`config.mk`:
```
export PLATFORM = sky130hd
export DESIGN_NAME = ctrl_pipe_chain_flat
export DESIGN_NICKNAME = d
export VERILOG_FILES = /design/src/rtl/ctrl_pipe_pkg.sv /design/src/rtl/ctrl_pipe_chain_if.sv /design/src/rtl/ctrl_pipe_slot.sv /design/src/rtl/ctrl_pipe_chain.sv /design/src/flat_wrapper.sv
export SDC_FILE = /design/constraint.sdc
export NUM_CORES = 1
export LEC_CHECK = 0
export BUFFER_PORTS_ARGS = -buffer_cell sky130_fd_sc_hd__buf_2
export CORE_MARGIN = 4
export CORE_UTILIZATION = 48
export DETAILED_ROUTE_END_ITERATION = 10
export GPL_ROUTABILITY_DRIVEN = 0
export PLACE_DENSITY = 0.79
export SLEW_MARGIN = 0
export SYNTH_ARGS = -nofsm -noshare
export SYNTH_HDL_FRONTEND = slang
export SYNTH_SLANG_ARGS = --single-unit
```
`constraint.sdc`:
```
create_clock -name clock -period 7.7 [get_ports clock]
set_clock_uncertainty 0.15 [all_clocks]
set_input_delay 1.54 -clock clock [delete_from_list [all_inputs] [get_ports clock]]
set_output_delay 1.54 -clock clock [all_outputs]
set_load 0.005 [all_outputs]
```
`src/rtl/ctrl_pipe_pkg.sv`:
```
// Shared types and constants for the controlled pipeline chain.
// Each stage register is steered by one stage_act_e action per cycle.
package ctrl_pipe_pkg;

  localparam int DEFAULT_WIDTH = 32;
  localparam int DEFAULT_DEPTH = 4;

  typedef enum logic [1:0] {
    LOAD   = 2'd0,
    HOLD   = 2'd1,
    BUBBLE = 2'd2,
    CLEAR  = 2'd3
  } stage_act_e;

  // Bits needed to encode 0..n inclusive, i.e. clog2(n+1), never below 1.
  function automatic int idx_width(input int n);
    int w;
    w = 1;
    while ((1 << w) <= n) begin
      w = w + 1;
    end
    return w;
  endfunction

endpackage

```
`src/rtl/ctrl_pipe_chain_if.sv`:
```
// Bundle of control, input and observation signals of the pipeline chain.
// The master side drives the chain, the slave side is the chain itself.
interface ctrl_pipe_chain_if
  import ctrl_pipe_pkg::*;
#(
  parameter int WIDTH = DEFAULT_WIDTH,
  parameter int DEPTH = DEFAULT_DEPTH
);

  localparam int IDX_W = idx_width(DEPTH);

  logic                   in_valid;
  logic [WIDTH-1:0]       in_data;
  logic                   in_ready;
  logic                   stall_en;
  logic [IDX_W-1:0]       stall_stage;
  logic                   flush_en;
  logic [IDX_W-1:0]       flush_stage;
  logic [DEPTH-1:0]       stage_valid;
  logic [DEPTH*WIDTH-1:0] stage_data;
  logic                   tail_valid;
  logic [WIDTH-1:0]       tail_data;
  logic [IDX_W-1:0]       count;

  modport master (
    output in_valid, in_data, stall_en, stall_stage, flush_en, flush_stage,
    input  in_ready, stage_valid, stage_data, tail_valid, tail_data, count
  );

  modport slave (
    input  in_valid, in_data, stall_en, stall_stage, flush_en, flush_stage,
    output in_ready, stage_valid, stage_data, tail_valid, tail_data, count
  );

endinterface

```
`src/rtl/ctrl_pipe_slot.sv`:
```
// One stage register of the chain: loads, holds, or drops to an empty
// (RESET_VAL, invalid) slot as commanded by its action.
module ctrl_pipe_slot
  import ctrl_pipe_pkg::*;
#(
  parameter int               WIDTH     = DEFAULT_WIDTH,
  parameter logic [WIDTH-1:0] RESET_VAL = '0
) (
  input  logic             clock,
  input  stage_act_e       action,
  input  logic             load_valid,
  input  logic [WIDTH-1:0] load_data,
  output logic             valid_q,
  output logic [WIDTH-1:0] data_q
);

  logic             valid_d;
  logic [WIDTH-1:0] data_d;

  // Next-state select; an invalid slot always carries RESET_VAL.
  always_comb begin
    valid_d = valid_q;
    data_d  = data_q;
    case (action)
      LOAD: begin
        valid_d = load_valid;
        data_d  = load_valid ? load_data : RESET_VAL;
      end
      HOLD: begin
        valid_d = valid_q;
        data_d  = data_q;
      end
      BUBBLE: begin
        valid_d = 1'b0;
        data_d  = RESET_VAL;
      end
      CLEAR: begin
        valid_d = 1'b0;
        data_d  = RESET_VAL;
      end
      default: begin
        valid_d = 1'b0;
        data_d  = RESET_VAL;
      end
    endcase
  end

  // Stage state register.
  always_ff @(posedge clock) begin
    valid_q <= valid_d;
    data_q  <= data_d;
  end

endmodule

```
`src/rtl/ctrl_pipe_chain.sv`:
```
// Shift pipeline of DEPTH stages with per-cycle stall and flush of the
// youngest stages; stage 1 is youngest, stage DEPTH retires.
module ctrl_pipe_chain
  import ctrl_pipe_pkg::*;
#(
  parameter int               WIDTH     = DEFAULT_WIDTH,
  parameter int               DEPTH     = DEFAULT_DEPTH,
  parameter logic [WIDTH-1:0] RESET_VAL = '0
) (
  input  logic                 clock,
  input  logic                 reset,
  ctrl_pipe_chain_if.slave     bus
);

  localparam int               IDX_W     = idx_width(DEPTH);
  localparam logic [IDX_W-1:0] DEPTH_IDX = IDX_W'(DEPTH);

  logic [IDX_W-1:0]       stall_lim_s;
  logic [IDX_W-1:0]       flush_lim_s;
  stage_act_e             act_s [DEPTH];
  logic [DEPTH-1:0]       valid_s;
  logic [DEPTH*WIDTH-1:0] data_s;
  logic [IDX_W-1:0]       count_s;

  // Disabled requests map to 0 (no stage affected); oversize requests saturate.
  function automatic logic [IDX_W-1:0] clamp_idx(input logic en, input logic [IDX_W-1:0] idx);
    logic [IDX_W-1:0] r;
    if (!en) begin
      r = IDX_W'(0);
    end else if (idx > DEPTH_IDX) begin
      r = DEPTH_IDX;
    end else begin
      r = idx;
    end
    return r;
  endfunction

  // Per-stage action decode; k is the 0-based index of stage k+1.
  always_comb begin
    stall_lim_s = clamp_idx(bus.stall_en, bus.stall_stage);
    flush_lim_s = clamp_idx(bus.flush_en, bus.flush_stage);
    for (int k = 0; k < DEPTH; k++) begin
      if (reset) begin
        act_s[k] = CLEAR;
      end else if (IDX_W'(k) < flush_lim_s) begin
        act_s[k] = CLEAR;
      end else if (IDX_W'(k) < stall_lim_s) begin
        act_s[k] = HOLD;
      end else if ((stall_lim_s != IDX_W'(0)) && (IDX_W'(k) == stall_lim_s)) begin
        // First stage above the held group: its feeder is frozen, so it empties.
        act_s[k] = BUBBLE;
      end else begin
        act_s[k] = LOAD;
      end
    end
  end

  for (genvar k = 0; k < DEPTH; k++) begin : g_slot
    logic             ld_valid_s;
    logic [WIDTH-1:0] ld_data_s;

    if (k == 0) begin : g_head
      assign ld_valid_s = bus.in_valid;
      assign ld_data_s  = bus.in_data;
    end else begin : g_body
      assign ld_valid_s = valid_s[k-1];
      assign ld_data_s  = data_s[(k-1)*WIDTH +: WIDTH];
    end

    ctrl_pipe_slot #(
      .WIDTH     (WIDTH),
      .RESET_VAL (RESET_VAL)
    ) u_slot (
      .clock      (clock),
      .action     (act_s[k]),
      .load_valid (ld_valid_s),
      .load_data  (ld_data_s),
      .valid_q    (valid_s[k]),
      .data_q     (data_s[k*WIDTH +: WIDTH])
    );
  end

  // Occupancy count over the registered valid bits.
  always_comb begin
    count_s = IDX_W'(0);
    for (int i = 0; i < DEPTH; i++) begin
      count_s = count_s + IDX_W'(valid_s[i]);
    end
  end

  assign bus.in_ready    = !bus.stall_en && !reset;
  assign bus.stage_valid = valid_s;
  assign bus.stage_data  = data_s;
  assign bus.tail_valid  = valid_s[DEPTH-1];
  assign bus.tail_data   = data_s[(DEPTH-1)*WIDTH +: WIDTH];
  assign bus.count       = count_s;

endmodule

```
`src/flat_wrapper.sv`:
```
// flat-port wrapper written by rule: the top's interface ports become plain ports
module ctrl_pipe_chain_flat import ctrl_pipe_pkg::*;
#(
  parameter int               WIDTH     = DEFAULT_WIDTH,
  parameter int               DEPTH     = DEFAULT_DEPTH,
  parameter logic [WIDTH-1:0] RESET_VAL = '0
)
  (clock, reset, bus_in_valid, bus_in_data, bus_stall_en, bus_stall_stage, bus_flush_en, bus_flush_stage, bus_in_ready, bus_stage_valid, bus_stage_data, bus_tail_valid, bus_tail_data, bus_count);
  ctrl_pipe_chain_if #(.WIDTH(WIDTH), .DEPTH(DEPTH)) bus_i ();
  input  logic clock;
  input  logic reset;
  input wire logic [$bits(bus_i.in_valid)-1:0] bus_in_valid;
  input wire logic [$bits(bus_i.in_data)-1:0] bus_in_data;
  input wire logic [$bits(bus_i.stall_en)-1:0] bus_stall_en;
  input wire logic [$bits(bus_i.stall_stage)-1:0] bus_stall_stage;
  input wire logic [$bits(bus_i.flush_en)-1:0] bus_flush_en;
  input wire logic [$bits(bus_i.flush_stage)-1:0] bus_flush_stage;
  output wire logic [$bits(bus_i.in_ready)-1:0] bus_in_ready;
  output wire logic [$bits(bus_i.stage_valid)-1:0] bus_stage_valid;
  output wire logic [$bits(bus_i.stage_data)-1:0] bus_stage_data;
  output wire logic [$bits(bus_i.tail_valid)-1:0] bus_tail_valid;
  output wire logic [$bits(bus_i.tail_data)-1:0] bus_tail_data;
  output wire logic [$bits(bus_i.count)-1:0] bus_count;
  assign bus_i.in_valid = bus_in_valid;
  assign bus_i.in_data = bus_in_data;
  assign bus_i.stall_en = bus_stall_en;
  assign bus_i.stall_stage = bus_stall_stage;
  assign bus_i.flush_en = bus_flush_en;
  assign bus_i.flush_stage = bus_flush_stage;
  assign bus_in_ready = bus_i.in_ready;
  assign bus_stage_valid = bus_i.stage_valid;
  assign bus_stage_data = bus_i.stage_data;
  assign bus_tail_valid = bus_i.tail_valid;
  assign bus_tail_data = bus_i.tail_data;
  assign bus_count = bus_i.count;
  ctrl_pipe_chain #(.WIDTH(WIDTH), .DEPTH(DEPTH), .RESET_VAL(RESET_VAL)) u_core (.clock(clock), .reset(reset), .bus(bus_i));
endmodule
```
Word level (Yosys, flattened, before mapping)
Index checks and enable logic that the tools add are counted.

Word-level logic and storage cells: 85. Output and inout port bits: 169. Flip-flop bits (word level): 132. Input bits: 43.

Add/subtract/negate cells: 3. Reductions and logical operators: 17. $lt $le $gt $ge: 10. Muxes and demuxes: 32. Equal/unequal tests: 15.

Operators by type and width (count): 32-bit one-hot mux with 2 select lines (4); 32-bit two-way mux (4); 2-bit two-way mux (16); 2-bit == test, second input constant (8); 1-bit by 3-bit < comparator with 1-bit output, first input constant (4); 2-bit by 3-bit < comparator with 1-bit output, first input constant (4); 3-bit two-way mux (4); 2-bit by 1-bit == test with 1-bit output, second input constant (4); 2-bit zero test (4); 1-bit one-hot mux with 2 select lines (4); 2-bit OR reduction (4); 3-bit by 1-bit adder with 3-bit output (2); 2-bit by 3-bit == test with 1-bit output, first input constant (2); 3-bit greater-than comparator, second input constant (2); 1-bit logical AND (5); 1-bit by 3-bit == test with 1-bit output, first input constant (1); 3-bit zero test (1); 3-bit nonzero test (1); 1-bit by 1-bit adder with 2-bit output (1); 1-bit zero test (2).

Logic depth before layout (Yosys ltp)
Gate-level depths: netlist of run 1.

Depth after elaboration: 12. Mapped depth: 4.

Modules after synthesis
A second synthesis of run 1 with hierarchy kept.

Cell total of the unflattened synthesis: 358. Area total of the unflattened synthesis: 5711.7 µm².

By module, submodules not included: ctrl_pipe_slot (cells an instance 73, area an instance 1313.8 µm², seq. area each 991.0 µm², times used 4); ctrl_pipe_chain (cells an instance 66, area an instance 456.7 µm², seq. area each 0.0 µm², times used 1).

Worst setup path before layout of run 1
No wires, ideal clock.

Path kind: input port to flip-flop. Start point: input bus_stall_stage[2]. End point: register u_core.g_slot[0].u_slot.data_q[0] (enable). Cell stages on the path: 1. Data required time: 7.011 ns. Setup slack: 1.549 ns. Setup time: 0.539 ns. Arrival: 5.462 ns. Buffers on the path: 0. Path through: o311ai_0.

Longest elaborated chain between the ends: 10.

Ends and longest elaborated chain: start: declaration (RTL line flat_wrapper.sv:15) `input wire logic [$bits(bus_i.stall_stage)-1:0] bus_stall_stage;`; 3-bit greater-than comparator (RTL line ctrl_pipe_chain.sv:30) `end else if (idx > DEPTH_IDX) begin`; 3-bit two-way mux (*) (RTL line ctrl_pipe_chain.sv:30); 3-bit two-way mux (*) (RTL line ctrl_pipe_chain.sv:28) `if (!en) begin`; branches (longest 3 deep; another with 1-bit by 3-bit < comparator with 1-bit output); 2-bit two-way mux (*) (RTL line ctrl_pipe_chain.sv:47) `end else if (IDX_W'(k) < stall_lim_s) begin`; 2-bit two-way mux (*) (RTL line ctrl_pipe_chain.sv:45) `end else if (IDX_W'(k) < flush_lim_s) begin`; 2-bit two-way mux (*) (RTL line ctrl_pipe_chain.sv:43) `if (reset) begin`; 2-bit by 1-bit == test with 1-bit output (*) (RTL line ctrl_pipe_slot.sv:24) `case (action)`; end signal: assignment (RTL line ctrl_pipe_slot.sv:51) `data_q <= data_d;`; end: declaration (RTL line ctrl_pipe_slot.sv:14) `output logic [WIDTH-1:0] data_q`.

Every way passes the cells marked *. A chain may end at the register's enable or synchronous reset.

Final worst setup path of run 1
Start point: register u_core.g_slot[1].u_slot.valid_q. End point: output bus_count[1].

Longest elaborated chain between the ends: 3.

Ends and longest elaborated chain: start: declaration (RTL line ctrl_pipe_slot.sv:13) `output logic valid_q,`; start signal: assignment (RTL line ctrl_pipe_slot.sv:50) `valid_q <= valid_d;`; 1-bit by 1-bit adder with 2-bit output (RTL line ctrl_pipe_chain.sv:87) `count_s = count_s + IDX_W'(valid_s[i]);`; 3-bit by 1-bit adder with 3-bit output (2 in a row) (RTL line ctrl_pipe_chain.sv:87); end: declaration (RTL line flat_wrapper.sv:23) `output wire logic [$bits(bus_i.count)-1:0] bus_count;`.

Every way passes these cells.

==> impl_metrics.yaml, run 1 <==
synthesis:
  post_synth_main_area_contributors: "sky130_fd_sc_hd__edfxtp_1, sky130_fd_sc_hd__and2_1, sky130_fd_sc_hd__buf_4"
  number_of_synthesized_flops_with_an_enable_pin: 132
  synth-async-reset-ratio: 0
  synth.lib_cells_used.distinct: 25
  ys_top_cells_by_count: "sky130_fd_sc_hd__edfxtp_1, sky130_fd_sc_hd__and2_1, sky130_fd_sc_hd__buf_4, sky130_fd_sc_hd__clkbuf_1, sky130_fd_sc_hd__buf_6"
  yosysSeqAreaShare: 0.742
  yosys.cell_count.top_type: "sky130_fd_sc_hd__edfxtp_1"
  synthDominantAreaCellType: "sky130_fd_sc_hd__edfxtp_1"
  ys_warn_count: 0
  synth_area_per_cell_um2: 16.1
  netlist_area_um2: 5340
  dominantRegCellSynth: "sky130_fd_sc_hd__edfxtp_1"
  nets_in_the_synthesized_netlist: 378
  synthCells: 332
  synth_seq_cells: 132
  synthDominantCellAreaShare: 0.742
pwr:
  share_clk_of_total_power: 0.439
  p_seq_frac: 0.503
  switching_power_uw: 356
  comb_pwr_share: 0.058
  leakagePower_uw: 0.00332
  ir_drop_mv: 0.148
  total_power_uw: 1690
  netSwitchingFraction: 0.211
  power.density_nw_per_um2: 247
  internal_power_uw: 1330
drt:
  number_of_nets_with_antenna_violations_after_detailed_routing: 0
  drcViolationCount: 0
  drt_iter0_markers: 134
  average_wire_length_per_cell_after_detail_routing_um: 16.1
  drt_pass1_iterations: 4
  finalWirelength_mm: 10.8
  vias_per_cell: 4.59
  route.vias.total: 3082
clock_network:
  cts_tree: "yes"
  post_cts_hold_buffer_count: 0
  clock-root-buffer: "sky130_fd_sc_hd__clkbuf_8"
  numClockSinks: 132
  register_clock_pin_slew_on_the_reported_worst_setup_and_hold_paths_ns: 0.06
  post_cts.repair.setup_buffers: 0
  post_cts_resize_count: 0
  cts-htree-levels: 4
  clock_latency_ns: 0.51
  cts_made_buffers: 17
  cts.path.max_buffers: 2
worst_setup_path:
  worst-path-max-fanout: 3
  cp-end-kind: "output pin"
  critPathKind: "reg2out"
  critical_path_arrival_ns: 2.13
  timing.critical_path.required_ns: 6.01
  cp-start-kind: "register"
cells_and_area:
  final-instance-count-excl-fill: 671
  postLayoutCoreUtil: 0.629
  insertedDiodeCount: 0
  layout.nets: 564
  syn2layout_area_growth_pct: 27.8
  final_layout_size_suffix_gt1_frac: 0.465
timing:
  transition_time_at_the_pin_with_the_least_slew_margin_ns: 1.18
  fin_crit_sh: 0.496
  max-slew-margin-rel: 0.214
  max_freq_mhz: 262
  totalNegativeSetupSlack_ns: 0
  fin_crit_ns: 3.82
  layout_setup_ws_ns: 3.88
  timing.final.hold_violations: 0
  report.final.setup_viol: 0
  unrepaired_setup_endpoints_after_global_routing: "no"
  slew_violations: 0
floorplan:
  core_region_area_um2: 10800
  ioPinCount: 212
  die_width_um: 113
  design.die.area_um2: 12900
  start_util: 0.493
  rows: 38
  dieHeight_um: 113
status:
  status: "finished, final reports clean"
grt:
  number_of_global_route_vias_before_repair: 3129
  grt_pass1_wl_mm: 16.5
  antenna_found_initial: 0
  maximum_number_of_pins_on_one_net_before_global_route_repair: 34
  track_usage: 0.168
  total_congestion_overflow: 0
placement:
  cell_count_after_placement: 639
  place_worst_setup_slack_ns: 4.08
  post_detailed_placement_half_perimeter_wirelength_mm: 8.24
  portBuffers: 211
hold_path:
  min-delay-path-class: "reg2reg"
flow_run:
  max-cap-violations: 0
[layer usage]
layer	up-vias	wire length, µm	part of all wire	track usage
li1	1498	-	-	-
met1	1430	3890	0.36	0.178
met2	128	5940	0.55	0.302
met3	26	618	0.057	0.0515
met4	0	353	0.033	0.0809
met5	-	0	0	0
[power groups by stage]
| stage | clock network, µW | logic [µW] | registers (µW) |
|---|---|---|---|
| 2_1_floorplan | 0 | 38.7 | 864 |
| 3_3_place_gp | 0 | 97.9 | 862 |
| 3_5_place_dp | 0 | 100 | 862 |
| 4_1_cts | 754 | 101 | 848 |
| 5_1_grt | 788 | 108 | 852 |
| 6_report | 740 | 98.2 | 847 |
[stage by stage]
step                      instance area [µm²]  hold slack (ns)
final                                    6820            0.393
after global routing                     6820            0.418
after CTS                                6820            0.391
after detailed placement                 6270            0.378
after global placement                   6270            0.380
after floorplan                          5340            0.401
[final cells by class]
| type | count | area [µm²] |
|---|---|---|
| Tap cell | 140 | 175 |
| Multi-Input combinational cell | 150 | 1030 |
| Timing Repair Buffer | 215 | 1090 |
| Fill cell | 836 | 4020 |
| Clock inverter | 14 | 138 |
| Clock buffer | 18 | 418 |
| Sequential cell | 132 | 3960 |
| Inverter | 2 | 7.51 |
[cells in the final DEF (no fill, tap or decap), drive strengths merged]
cell type  count
o31ai          1
o311ai         1
buf          215
edfxtp       132
nand4b         1
fa             1
bufinv         2
inv            3
nor2b          1
nand2          1
ha             2
or2            1
clkbuf        18
a21oi          2
clkinvlp       5
and4b          1
a2111oi        2
clkinv         6
nand3          1
and4bb         2
o211ai         2
and2         128
a21o           1
nor2           1
and3b          1
[cells by family after synthesis]
logic type	share of synthesized area
flops	0.742
simple gates	0.164
compound gates	0.0194
buf+inv	0.0654
fa+ha+maj	0.00843
[worst max-delay path, stage by stage (launching register included)]
cell                       delay, ns
sky130_fd_sc_hd__edfxtp_1       0.47
sky130_fd_sc_hd__ha_1           0.37
sky130_fd_sc_hd__fa_1           0.37
sky130_fd_sc_hd__ha_1           0.28
sky130_fd_sc_hd__buf_2          0.14
[sequential cells by signal (all words and copies together), names as in the netlist]
register / count
u_core.g_slot.u_slot.data_q: 128
u_core.g_slot.u_slot.valid_q: 4
[final timing paths]
check,from,cells after the start,endpoint,slack (ns)
setup / recovery,u_core.g_slot[1].u_slot.valid_q$_SDFFCE_PP0P_,4,bus_count[1],3.88
hold / removal,u_core.g_slot[2].u_slot.data_q[9]$_SDFFCE_PP0P_,1,u_core.g_slot[3].u_slot.data_q[9]$_SDFFCE_PP0P_,0.39
setup reg to reg,u_core.g_slot[0].u_slot.valid_q$_SDFFCE_PP0P_,3,u_core.g_slot[1].u_slot.data_q[6]$_SDFFCE_PP0P_,5.59
hold reg to reg,u_core.g_slot[2].u_slot.data_q[9]$_SDFFCE_PP0P_,1,u_core.g_slot[3].u_slot.data_q[9]$_SDFFCE_PP0P_,0.39
Note: power is estimated with default switching activity, not from simulation.
==> run 2: changes to the inputs <==
- CORE_UTILIZATION: 48 -> 44
- PLACE_DENSITY: 0.79 -> 0.76
- clock period: 7.7 -> 3.1 ns (I/O delays scaled with it)
==> impl_metrics.yaml, run 2 (synthesis results as in run 1) <==
clock_network:
  register_clock_pin_slew_on_the_reported_worst_setup_and_hold_paths_ns: 0.05
  cts-htree-levels: 4
  numClockSinks: 132
  clock_latency_ns: 0.41
  cts_tree: "yes"
  post_cts_resize_count: 0
  cts.path.max_buffers: 2
  post_cts.repair.setup_buffers: 0
  clock-root-buffer: "sky130_fd_sc_hd__clkbuf_16"
  cts_made_buffers: 17
  post_cts_hold_buffer_count: 0
cells_and_area:
  max_flop_register: "u_core.g_slot.u_slot.data_q"
  syn2layout_area_growth_pct: 28.3
  largestRegisters: "u_core.g_slot.u_slot.data_q x128, u_core.g_slot.u_slot.valid_q x4"
  multi_input_comb_area_um2: 1040
  largest_register_ffs: 128
  insertedDiodeCount: 0
  layout.nets: 567
  final_layout_size_suffix_gt1_frac: 0.463
  final-seq-area_um2: 3960
  layout_common_cells: "sky130_fd_sc_hd__buf_2, sky130_fd_sc_hd__edfxtp_1, sky130_fd_sc_hd__and2_1, sky130_fd_sc_hd__clkbuf_16, sky130_fd_sc_hd__buf_4"
  mostFrequentLayoutCell: "sky130_fd_sc_hd__buf_2"
  fillers: 926
floorplan:
  dieHeight_um: 118
  die_width_um: 118
  rows: 39
  start_util: 0.458
  ioPinCount: 212
  core_region_area_um2: 11700
  design.die.area_um2: 14000
grt:
  antenna_found_initial: 0
  number_of_global_route_vias_before_repair: 3093
  grt_pass1_wl_mm: 17.4
  track_usage: 0.161
  total_congestion_overflow: 0
  maximum_number_of_pins_on_one_net_before_global_route_repair: 34
worst_setup_path:
  critical_path_arrival_ns: 1.94
  timing.reg2reg.setup_slack_ns: 1.39
  r2r_start: "u_core.g_slot[2].u_slot.valid_q$_SDFFCE_PP0P_"
  critPathKind: "reg2out"
  timing.critical_path.required_ns: 2.33
  timing.rr.end: "u_core.g_slot[3].u_slot.data_q[21]$_SDFFCE_PP0P_"
  cell_count_of_the_worst_reg_to_reg_path: 2
  cp-start-kind: "register"
  worst-path-max-fanout: 3
  cp-end-kind: "output pin"
placement:
  portBuffers: 211
  post_detailed_placement_half_perimeter_wirelength_mm: 8.70
hold_path:
  hold_path_stages: 2
  hold_path_startpoint: "bus_in_data[31]"
  worst_hold_path.endpoint: "u_core.g_slot[0].u_slot.data_q[31]$_SDFFCE_PP0P_"
  min-delay-path-class: "in2reg"
timing:
  unrepaired_setup_endpoints_after_global_routing: "no"
  slew_violations: 0
  totalNegativeSetupSlack_ns: 0
  transition_time_at_the_pin_with_the_least_slew_margin_ns: 0.825
  report.final.setup_viol: 0
  final.hold.worst_slack_ns: 0.335
  fin_crit_sh: 0.875
  fin_crit_ns: 2.71
  max_freq_mhz: 368
  timing.final.hold_violations: 0
  max-slew-margin-rel: 0.450
flow_run:
  max-cap-violations: 0
drt:
  finalWirelength_mm: 11.2
  number_of_nets_with_antenna_violations_after_detailed_routing: 0
  drcViolationCount: 0
  drt_pass1_iterations: 4
  drt_iter0_markers: 149
  vias_per_cell: 4.62
  average_wire_length_per_cell_after_detail_routing_um: 16.5
  route.vias.total: 3129
pwr:
  ir_drop_mv: 0.240
  leakagePower_uw: 0.00335
  power.density_nw_per_um2: 612
status:
  status: "finished, final reports clean"
[run 2: cell count changes in the layout (fill, tap and decap cells not counted)]
cell                         delta
sky130_fd_sc_hd__buf_4          +3
sky130_fd_sc_hd__clkbuf_16      +1
sky130_fd_sc_hd__clkbuf_8       -1
sky130_fd_sc_hd__clkinv_1       +3
sky130_fd_sc_hd__clkinv_2       +2
sky130_fd_sc_hd__clkinv_4       -1
sky130_fd_sc_hd__clkinvlp_4     -3
sky130_fd_sc_hd__inv_6          -1
sky130_fd_sc_hd__o311ai_2       -1
sky130_fd_sc_hd__o311ai_4       +1
[run 2: per-stage QoR]
| step | worst slack (ns) | instances | area [µm²] | utilization | power, µW |
|---|---|---|---|---|---|
| final | 0.386 | 677 | 6850 | 0.587 | 4200 |
| after global routing | 0.321 | 677 | 6850 | 0.587 | 4340 |
| after detailed placement | 0.809 | 645 | 6300 | 0.541 | 2400 |
| after floorplan | 0.255 | 332 | 5350 | - | 2240 |
| after global placement | 0.856 | 645 | 6300 | 0.541 | 2390 |
| after CTS | 0.371 | 677 | 6850 | 0.587 | 4230 |
[run 2: how the worst max path moves through the flow]
stage / startpoint / to / slack, ns / depth (start not counted)
6_report: u_core.g_slot[1].u_slot.valid_q$_SDFFCE_PP0P_ / bus_count[1] / 0.39 / 4
5_1_grt: u_core.g_slot[1].u_slot.valid_q$_SDFFCE_PP0P_ / bus_count[1] / 0.32 / 4
4_1_cts: u_core.g_slot[1].u_slot.valid_q$_SDFFCE_PP0P_ / bus_count[1] / 0.37 / 4
3_5_place_dp: bus_stall_stage[2] / u_core.g_slot[2].u_slot.data_q[7]$_SDFFCE_PP0P_ / 0.81 / 5
3_3_place_gp: u_core.g_slot[1].u_slot.valid_q$_SDFFCE_PP0P_ / bus_count[1] / 0.86 / 4
2_1_floorplan: bus_stall_stage[2] / u_core.g_slot[1].u_slot.data_q[0]$_SDFFCE_PP0P_ / 0.26 / 1
[run 2: layout make-up]
type                            count  share of cell area
Sequential cell                   132               0.579
Timing Repair Buffer              218               0.162
Multi-Input combinational cell    150               0.152
Clock buffer                       18              0.0626
Tap cell                          143              0.0261
Clock inverter                     14              0.0173
Inverter                            2             0.00110
[run 2: worst max-delay path: stages (launching register included)]
cell and delay, ns:
sky130_fd_sc_hd__edfxtp_1 0.41, sky130_fd_sc_hd__ha_1 0.34, sky130_fd_sc_hd__fa_1 0.38, sky130_fd_sc_hd__ha_1 0.28
sky130_fd_sc_hd__buf_2 0.13
[run 2: report_power, final]
group          switching (µW)  internal (µW)
sequential               47.9           2060
clock                     681           1160
combinational             135            117
total                     864           3330
[run 2: layer usage]
| layer | vias to the layer above | wire length [µm] | GRT usage | part of all wire |
|---|---|---|---|---|
| met5 | - | 0 | 0 | 0 |
| met3 | 35 | 622 | 0.0392 | 0.056 |
| met2 | 129 | 5860 | 0.280 | 0.52 |
| li1 | 1504 | - | - | - |
| met1 | 1461 | 4270 | 0.181 | 0.38 |
| met4 | 0 | 446 | 0.0916 | 0.040 |
==> run 3: changes to the inputs <==
- CELL_PAD_IN_SITES_DETAIL_PLACEMENT: default -> 1
- CELL_PAD_IN_SITES_GLOBAL_PLACEMENT: default -> 1
- CORE_UTILIZATION: 44 -> 35
- PLACE_DENSITY: 0.76 -> default
- PLACE_DENSITY_LB_ADDON: default -> 0.1
==> impl_metrics.yaml, run 3 (synthesis results as in run 1) <==
clock_network:
  post_cts.repair.setup_buffers: 0
  clock-root-buffer: "sky130_fd_sc_hd__clkbuf_16"
  post_cts_hold_buffer_count: 0
  clock_latency_ns: 0.41
  register_clock_pin_slew_on_the_reported_worst_setup_and_hold_paths_ns: 0.06
  cts.path.max_buffers: 2
  cts-htree-levels: 4
  numClockSinks: 132
  post_cts_resize_count: 0
  cts_tree: "yes"
  cts_made_buffers: 17
timing:
  totalNegativeSetupSlack_ns: 0
  transition_time_at_the_pin_with_the_least_slew_margin_ns: 0.882
  max-slew-margin-rel: 0.412
  slew_violations: 0
  fin_crit_sh: 0.894
  unrepaired_setup_endpoints_after_global_routing: "no"
  max_freq_mhz: 361
  timing.final.hold_violations: 0
  final.hold.worst_slack_ns: 0.333
  fin_crit_ns: 2.77
  report.final.setup_viol: 0
drt:
  drcViolationCount: 0
  number_of_nets_with_antenna_violations_after_detailed_routing: 0
  average_wire_length_per_cell_after_detail_routing_um: 17.3
  finalWirelength_mm: 12.4
  route.vias.total: 3127
  drt_iter0_markers: 239
  drt_pass1_iterations: 4
  vias_per_cell: 4.37
flow_run:
  max-cap-violations: 0
worst_setup_path:
  worstSetupStartpoint: "u_core.g_slot[1].u_slot.valid_q$_SDFFCE_PP0P_"
  cp-start-kind: "register"
  timing.critical_path.required_ns: 2.33
  r2r_start: "u_core.g_slot[1].u_slot.valid_q$_SDFFCE_PP0P_"
  critical_path_arrival_ns: 2.00
  timing.reg2reg.setup_slack_ns: 1.28
  timing.rr.end: "u_core.g_slot[2].u_slot.data_q[19]$_SDFFCE_PP0P_"
  critPathKind: "reg2out"
  worst-path-max-fanout: 3
  setup.worst_path.end: "bus_count[1]"
  cell_count_of_the_worst_reg_to_reg_path: 4
  cp-end-kind: "output pin"
floorplan:
  ioPinCount: 212
  dieHeight_um: 132
  design.die.area_um2: 17300
  core_region_area_um2: 14800
  start_util: 0.362
  die_width_um: 132
  rows: 44
placement:
  post_detailed_placement_half_perimeter_wirelength_mm: 9.42
  portBuffers: 211
cells_and_area:
  layout.nets: 567
  largestRegisters: "u_core.g_slot.u_slot.data_q x128, u_core.g_slot.u_slot.valid_q x4"
  insertedDiodeCount: 0
  syn2layout_area_growth_pct: 28.3
  postLayoutCoreUtil: 0.464
  final_layout_size_suffix_gt1_frac: 0.459
  largest_register_ffs: 128
  layout_common_cells: "sky130_fd_sc_hd__buf_2, sky130_fd_sc_hd__edfxtp_1, sky130_fd_sc_hd__and2_1, sky130_fd_sc_hd__clkbuf_16, sky130_fd_sc_hd__buf_4"
  max_flop_register: "u_core.g_slot.u_slot.data_q"
  mostFrequentLayoutCell: "sky130_fd_sc_hd__buf_2"
grt:
  grt_pass1_wl_mm: 19.0
  number_of_global_route_vias_before_repair: 3302
  total_congestion_overflow: 0
  antenna_found_initial: 0
  maximum_number_of_pins_on_one_net_before_global_route_repair: 34
  track_usage: 0.144
pwr:
  power.density_nw_per_um2: 587
  ir_drop_mv: 0.311
  leakagePower_uw: 0.00332
  total_power_uw: 4020
hold_path:
  min-delay-path-class: "in2reg"
  hold_path_startpoint: "bus_in_data[13]"
status:
  status: "finished, final reports clean"
run 3: cell count changes in the layout (fill, tap and decap cells not counted):
| cell | delta |
|---|---|
| sky130_fd_sc_hd__bufinv_16 | -2 |
| sky130_fd_sc_hd__clkbuf_1 | +2 |
| sky130_fd_sc_hd__clkinvlp_4 | -2 |
| sky130_fd_sc_hd__buf_12 | +1 |
| sky130_fd_sc_hd__buf_4 | -1 |
| sky130_fd_sc_hd__nand3_1 | -1 |
| sky130_fd_sc_hd__nand3_2 | +1 |
run 3: final cells by class:
cell class,instances,area (µm²)
sequential,132,3960
inverter,2,7.51
tap,184,230
timing repair buffer,218,1120
multi-input combinational,150,1050
clock inverter,10,43.8
fill,1535,7900
clock buffer,20,437
run 3: worst min-delay path by stage:
| stage | to | slack, ns | cells after the start |
|---|---|---|---|
| floorplan | u_core.g_slot[1].u_slot.data_q[10]$_SDFFCE_PP0P_ | 0.40 | 1 |
| global route | u_core.g_slot[0].u_slot.data_q[22]$_SDFFCE_PP0P_ | 0.32 | 2 |
| CTS | u_core.g_slot[0].u_slot.data_q[13]$_SDFFCE_PP0P_ | 0.31 | 2 |
| finish | u_core.g_slot[0].u_slot.data_q[13]$_SDFFCE_PP0P_ | 0.33 | 2 |
| global placement | u_core.g_slot[1].u_slot.data_q[18]$_SDFFCE_PP0P_ | 0.38 | 1 |
| detailed placement | u_core.g_slot[3].u_slot.data_q[7]$_SDFFCE_PP0P_ | 0.39 | 1 |
run 3: routing by layer:
layer	track usage	up-vias	routed length [µm]
li1	-	1501	-
met1	0.180	1461	5370
met2	0.224	146	5830
met3	0.0512	19	934
met4	0.0659	0	240
met5	0	-	0
run 3: metrics by stage:
stage                     area (µm²)  std cells  setup slack [ns]
final                           6850        716             0.329
after global routing            6850        716             0.266
after CTS                       6850        716             0.287
after detailed placement        6370        686             0.463
after global placement          6370        686             0.577
after floorplan                 5350        332             0.255
run 3: critical path, cell delays in order, from the launching register on:
cell and delay, ns:
sky130_fd_sc_hd__edfxtp_1 0.45, sky130_fd_sc_hd__ha_1 0.36, sky130_fd_sc_hd__fa_1 0.39, sky130_fd_sc_hd__ha_1 0.27, sky130_fd_sc_hd__buf_2 0.13
run 3: power breakdown:
| group | internal, µW | total (µW) | switching [µW] |
|---|---|---|---|
| Combinational | 119 | 255 | 137 |
| Clock | 987 | 1660 | 671 |
| Sequential | 2060 | 2110 | 51.0 |
